[src/rtl/wb_arbiter.sv]
// Writeback arbiter: merges the ALU result stream and buffered load returns onto the
// single register-file write port, and exports a pending-load mask for decode.
module wb_arbiter #(
    parameter int DEPTH = 4,
    parameter int AW    = 2
) (
    input  logic        clk_i,
    input  logic        rst_i,
    input  logic        alu_valid_i,
    input  logic [4:0]  alu_rd_i,
    input  logic [31:0] alu_data_i,
    input  logic        mem_valid_i,
    input  logic [4:0]  mem_rd_i,
    input  logic [31:0] mem_data_i,
    output logic        mem_ready_o,
    output logic        RegWrite_o,
    output logic [4:0]  RDaddr_o,
    output logic [31:0] RDdata_o,
    output logic [31:0] pending_o
);

    logic [4:0]       rd_q   [DEPTH];
    logic [31:0]      data_q [DEPTH];
    logic [DEPTH-1:0] valid_q, valid_d, kill_q, kill_d;
    logic [AW-1:0]    head_q, head_d, tail_q, tail_d;
    logic [AW:0]      count_q, count_d;
    logic             we_q, we_d;
    logic [4:0]       addr_q, addr_d;
    logic [31:0]      wdata_q, wdata_d;
    logic             alu_act, mem_acc, fifo_empty, push, pop;

    assign alu_act     = alu_valid_i && (alu_rd_i != 5'd0);
    assign mem_ready_o = count_q < (AW+1)'(DEPTH);
    assign mem_acc     = mem_valid_i && mem_ready_o;
    assign fifo_empty  = (count_q == '0);

    always_comb begin
        valid_d = valid_q;
        kill_d  = kill_q;
        head_d  = head_q;
        tail_d  = tail_q;
        count_d = count_q;
        we_d    = 1'b0;
        addr_d  = addr_q;
        wdata_d = wdata_q;
        push    = 1'b0;
        pop     = 1'b0;

        if (alu_act) begin
            we_d    = 1'b1;
            addr_d  = alu_rd_i;
            wdata_d = alu_data_i;
            // The ALU op is younger than any buffered or same-cycle load to the same rd.
            for (int i = 0; i < DEPTH; i++) begin
                if (valid_q[i] && (rd_q[i] == alu_rd_i)) kill_d[i] = 1'b1;
            end
            push = mem_acc && (mem_rd_i != 5'd0) && (mem_rd_i != alu_rd_i);
        end else if (!fifo_empty) begin
            pop     = 1'b1;
            we_d    = !kill_q[head_q];
            addr_d  = rd_q[head_q];
            wdata_d = data_q[head_q];
            push    = mem_acc && (mem_rd_i != 5'd0);
        end else if (mem_acc && (mem_rd_i != 5'd0)) begin
            we_d    = 1'b1;
            addr_d  = mem_rd_i;
            wdata_d = mem_data_i;
        end

        if (pop) begin
            valid_d[head_q] = 1'b0;
            kill_d[head_q]  = 1'b0;
            head_d          = head_q + AW'(1);
        end
        if (push) begin
            valid_d[tail_q] = 1'b1;
            kill_d[tail_q]  = 1'b0;
            tail_d          = tail_q + AW'(1);
        end
        case ({push, pop})
            2'b10:   count_d = count_q + (AW+1)'(1);
            2'b01:   count_d = count_q - (AW+1)'(1);
            default: count_d = count_q;
        endcase
    end

    always_ff @(posedge clk_i or posedge rst_i) begin
        if (rst_i) begin
            valid_q <= '0;
            kill_q  <= '0;
            head_q  <= '0;
            tail_q  <= '0;
            count_q <= '0;
            we_q    <= 1'b0;
            addr_q  <= '0;
            wdata_q <= '0;
            for (int i = 0; i < DEPTH; i++) begin
                rd_q[i]   <= '0;
                data_q[i] <= '0;
            end
        end else begin
            valid_q <= valid_d;
            kill_q  <= kill_d;
            head_q  <= head_d;
            tail_q  <= tail_d;
            count_q <= count_d;
            we_q    <= we_d;
            addr_q  <= addr_d;
            wdata_q <= wdata_d;
            if (push) begin
                rd_q[tail_q]   <= mem_rd_i;
                data_q[tail_q] <= mem_data_i;
            end
        end
    end

    always_comb begin
        pending_o = '0;
        for (int i = 0; i < DEPTH; i++) begin
            if (valid_q[i] && !kill_q[i]) pending_o[rd_q[i]] = 1'b1;
        end
    end

    assign RegWrite_o = we_q;
    assign RDaddr_o   = addr_q;
    assign RDdata_o   = wdata_q;

endmodule
[config.mk]
export PLATFORM = sky130hd
export DESIGN_NAME = wb_arbiter
export DESIGN_NICKNAME = d
export VERILOG_FILES = /design/src/rtl/wb_arbiter.sv
export SDC_FILE = /design/constraint.sdc
export NUM_CORES = 1
export LEC_CHECK = 0
export BUFFER_PORTS_ARGS = -buffer_cell sky130_fd_sc_hd__buf_4
export CAP_MARGIN = 25
export CORE_MARGIN = 10
export CORE_UTILIZATION = 30
export DETAILED_ROUTE_END_ITERATION = 7
export GPL_ROUTABILITY_DRIVEN = 0
export MAX_ROUTING_LAYER = met4
export PLACE_DENSITY = 0.51
export SLEW_MARGIN = 15
export SYNTH_ARGS = -nofsm -noshare
export SYNTH_HDL_FRONTEND = slang
export SYNTH_SLANG_ARGS = --single-unit
[constraint.sdc]
create_clock -name clk_i -period 8.4 [get_ports clk_i]
set_input_delay 1.68 -clock clk_i [delete_from_list [all_inputs] [get_ports clk_i]]
set_output_delay 1.68 -clock clk_i [all_outputs]
set_load 0.02 [all_outputs]
After elaboration in Yosys (flattened, before gate mapping)
Index checks and enable logic that the tools add are counted.

Bits in registers: 201. Input bits: 78. Word-level logic and storage cells: 136.

Add/subtract/negate cells: 4. Order comparisons: 16. Equal/unequal tests: 8. Mux-type cells: 53. Bitwise logic cells: 11. Reduce and logical (&&, ||, !) cells: 28.

Operator list (count): two-way mux 32 bit (10); bitwise mux 128 bit (1); OR 32 bit (3); binary-select mux 32 bit (select 2 bit) (1); demux 32 bit (select 2 bit) (1); two-way mux 5 bit (6); < comparator 5 x 6 -> 1 bit, second input constant (4); bitwise mux 20 bit (1); demux 1 bit (select 5 bit) (4); == test 5 bit (4); greater-or-equal comparator 5 x 1 -> 1 bit, second input constant (4); two-way mux 4 bit (5); logical AND 1 bit (19); two-way mux 1 bit (18); AND 4 bit (3); binary-select mux 5 bit (select 2 bit) (1); demux 5 bit (select 2 bit) (1); nonzero test 5 bit (2); NOT 4 bit (2); greater-or-equal comparator 3 bit, second input constant (2); < comparator 2 x 3 -> 1 bit, second input constant (2); NOT 2 -> 3 bit (2); one-hot mux 3 bit (2 select lines) (1); zero test 1 bit (5); 15 further kinds (18).

Logic depth before layout (Yosys ltp)
Depth after elaboration: 11. Depth in mapped cells: 13.

Least setup slack after synthesis
Ideal clock, no wire load.

Path kind: input port to flip-flop. Start: input port alu_rd_i[0]. End: register count_q[2]. Library setup time: 80 ps. Data arrival time: 4026 ps. Setup slack: 4294 ps. Stages on the path: 12. Cells stage by stage: buf_4 -> or4_4 -> o21a_1 -> buf_6 -> nor2_1 -> buf_2 -> ha_1 -> inv_1 -> fa_1 -> xor2_1 -> nor2_1 -> xnor2_1.

Cells in the longest elaborated chain, start to end: 5.

RTL lines: start: declaration (line 10) `input logic [4:0] alu_rd_i,`; inequality test 5 bit or nonzero test 5 bit (tied branches) (line 57, 32); logical AND 1 bit, on equally long branches (line 57, 32); two-way mux 1 bit (line 49) `if (alu_act) begin`; == test 2 x 1 -> 1 bit or == test 2 bit (tied branches) (line 80) `case ({push, pop})`; one-hot mux 3 bit (2 select lines) or nonzero test 2 bit (tied branches); end signal: assignment (line 106) `count_q <= count_d;`; end: declaration (line 26) `logic [AW:0] count_q, count_d;`.

Parallel ways exist; a longest one is shown, timed or not. A chain may end at the register's enable or synchronous reset.

Final worst setup path
Start: input port alu_rd_i[3]. End: register count_q[2].

The elaborated chain is that of the path after synthesis.

==> qor.tcl <==
set qor(first_global_vias) 8245
set qor(io_buf_count) 148
set qor(crit_chain) {buf_4 > or4_4 > o21a_1 > nor2_1 > ha_1 > inv_1 > fa_1 > xor2_1 > nor2_1 > xnor2_1}
set qor(worst_setup_path_start_kind) {input port}
set qor(die_boundary_width_um) 208
set qor(clkLatencyLatePin_ns) 0.51
set qor(die-height_um) 208
set qor(cts-root-to-sink-buffers) 3
set qor(synth.lib_cells_used.distinct) 49
set qor(report.final.setup_viol) 0
set qor(ys_top_cells_by_area) {dfrtp_1 (47%), mux2_2 (12%), mux4_2 (8.0%)}
set qor(grt_antenna_before_repair) 0
set qor(layout.cells.most_common) {dfrtp_1}
set qor(fin_skew_ns) 0.0167
set qor(floorplan.core_area_sq_mm) 0.0347
set qor(postSynthCellCount) 909
set qor(critical_path.max_fanout) 13
set qor(regToRegStartpoint) {count_q[2]}
set qor(worstHoldStart) {data_q[119]}
set qor(endpoint_kind) {flip-flop}
set qor(final_max_slew_viol_count) 0
set qor(drt_first_pass_iters) 5
set qor(vias_per_cell) 5.17
set qor(yosys.area.top_type_share_pct) 47.3
set qor(post_cts_hold_buffer_count) 0
set qor(critPathLaunch) {alu_rd_i[3]}
set qor(num_vias) 7718
set qor(place_hpwl_um) 21000
set qor(initial_utilization_pct) 30.6
set qor(rows) 68
set qor(synth_fp_nets) 997
set qor(area_delta_synth_final_pct) 20.8
set qor(drt_drc_violations_left) 0
set qor(worstSetupPathType) {in2reg}
set qor(largest_net_degree_at_the_start_of_global_routing) 119
set qor(tightest_pin_transition_ns) 0.848
set qor(drv.max_cap_violation_count) 0
set qor(io_pins) 149
set qor(layout.core_utilization_pct) 37.0
set qor(drt_wl_total_um) 31000
set qor(total_power_mw) 5.01
set qor(count_of_inserted_antenna_diode_cells) 0
set qor(slowest_stage) {nor2_1}
set qor(achievable-frequency_mhz) 239
set qor(share_of_the_yosys_chip_area_belonging_to_registers_pct) 47.3
set qor(maxSlewHeadroom_pct) 43.5
set qor(grt.overflow.total) 0
set qor(cts-buffers-inserted) 22
set qor(synthesis.yosys.warnings) 0
set qor(cts.repair.resized) 0
set qor(cpPeakStageDelay_ns) 0.71
set qor(path_buf_inv) 2
set qor(syn-mean-instance-area_sq_um) 11.7
set qor(clock_sinks) 201
set qor(layout-drive-gt1-share_pct) 36.3
set qor(ys_dominant_reg_cell) {dfrtp_1}
set qor(cts_setup_buffers) 0
set qor(cellLeakagePower_nw) 5.34
set qor(cp_top_family) {simple AND/OR/NAND/NOR gates}
set qor(cts.reportedPaths.clkPinSlew_ns) 0.06
set qor(run_status) {completed}
set qor(die_area_sq_mm) 0.0434
set qor(htreeDepth) 1
set qor(cp_common_cell) {nor2_1}
set qor(clock-root-buffer) {clkbuf_16}
set qor(final_cell_mix) {dfrtp_1 (199), buf_4 (166), nand2_1 (124)}
set qor(worst_endpoint_data_arrival_time_ns) 4.62
set qor(grtUsageTotal_pct) 14.3
set qor(rsz0062_at_grt) {no}
set qor(async_flop_share_pct) 100
set qor(wl_per_cell_um) 20.8
set qor(number_of_synthesized_flops_with_an_enable_pin) 0
set qor(layout_min_cycle_time_ns) 4.18
set qor(post-route-period-util_pct) 49.8
set qor(grt_pass1_wl_um) 49500
set qor(hold_violations) 0
set qor(hp-class) {reg2reg}
set qor(synthDominantAreaCellType) {dfrtp_1}
set qor(p_per_area_mw_per_mm2) 391
set qor(setup_total_negative_slack_ns) 0
set qor(tritoncts) {built}
set qor(nets) 1110
set qor(drt-initial-drc-count) 456
set qor(post_synth_instance_area_sq_mm) 0.0106
set qor(number_of_routed_nets_with_antenna_violations) 0
set qor(ys_seq_elements) 201
set qor(cp_data_required_time_ns) 8.83
set qor(worst_ir_drop_vdd_mv) 0.190
stage by stage:
stage | worst slack, ns | instance area, sq um | hold slack (ns) | instances
floorplan | 1.24 | 10600 | 0.452 | 909
global placement | 3.74 | 12100 | 0.464 | 1453
detailed placement | 3.67 | 12100 | 0.474 | 1453
CTS | 4.21 | 12800 | 0.489 | 1493
global route | 4.06 | 12800 | 0.502 | 1493
finish | 4.22 | 12800 | 0.484 | 1493
worst register-to-register path: stages (launching register included):
cell and delay, ns:
dfrtp_1 0.44, nor2b_1 0.20, o21a_1 0.33, nand2_1 0.14, nor2_4 0.58, buf_4 0.47
mux2_2 0.40
flip-flops by register name (all words and copies together) (netlist names):
| register | flops |
|---|---|
| count_q | 3 |
| valid_q | 4 |
| rd_q | 20 |
| RegWrite_o | 1 |
| RDdata_o | 32 |
| RDaddr_o | 5 |
| kill_q | 4 |
| tail_q | 2 |
| head_q | 2 |
| data_q | 128 |
metal layers:
metal	track usage, %	vias to the layer above	wire, um
met5	-	-	0
met2	23.5	187	15100
li1	-	3572	-
met4	3.19	0	546
met1	18.2	3916	13900
met3	2.46	43	1430
power breakdown:
group,total [mW],internal (mW),leakage [nW],switching (mW)
Combinational,2.10,1.08,2.56,1.02
Clock,1.02,0.610,0.369,0.413
Sequential,1.89,1.45,2.41,0.437
Total,5.01,3.14,5.34,1.87
Yosys cell counts (all sizes together), types with 10 or more instances:
master	instances
dfrtp	201
mux2	149
nor2	18
a22oi	31
clkbuf	45
inv	10
mux4	38
nand2	124
o21ai	75
xor2	22
buf	32
o221ai	29
nand3	37
logic make-up (layout without fill, tap and decap cells):
family	Yosys count	in the layout	share of synthesized area (%)
flops	201	201	47.3
buf+inv	87	216	4.21
mux	188	188	23.9
fa+ha+maj	10	10	1.25
compound gates	158	158	9.84
simple gates	235	235	11.0
xor+xnor	30	30	2.47
final timing paths:
check | to | slack [ns] | cells after the start
hold / removal | data_q[119] | 0.48 | 1
max in group asynchronous | head_q[0] | 5.91 | 3
setup / recovery | count_q[2] | 4.22 | 10
hold reg to reg | data_q[119] | 0.48 | 1
min in group asynchronous | data_q[39] | 1.35 | 2
setup reg to reg | data_q[94] | 5.71 | 6
area by class of cell:
cell class	count	area [sq um]
tap	455	569
clock buffer	25	603
clock inverter	15	166
timing repair buffer	166	1250
sequential	201	5030
multi-input combinational	621	5180
fill	3443	21900
inverter	10	45.0
No activity file was read; power rests on OpenSTA's default activity.
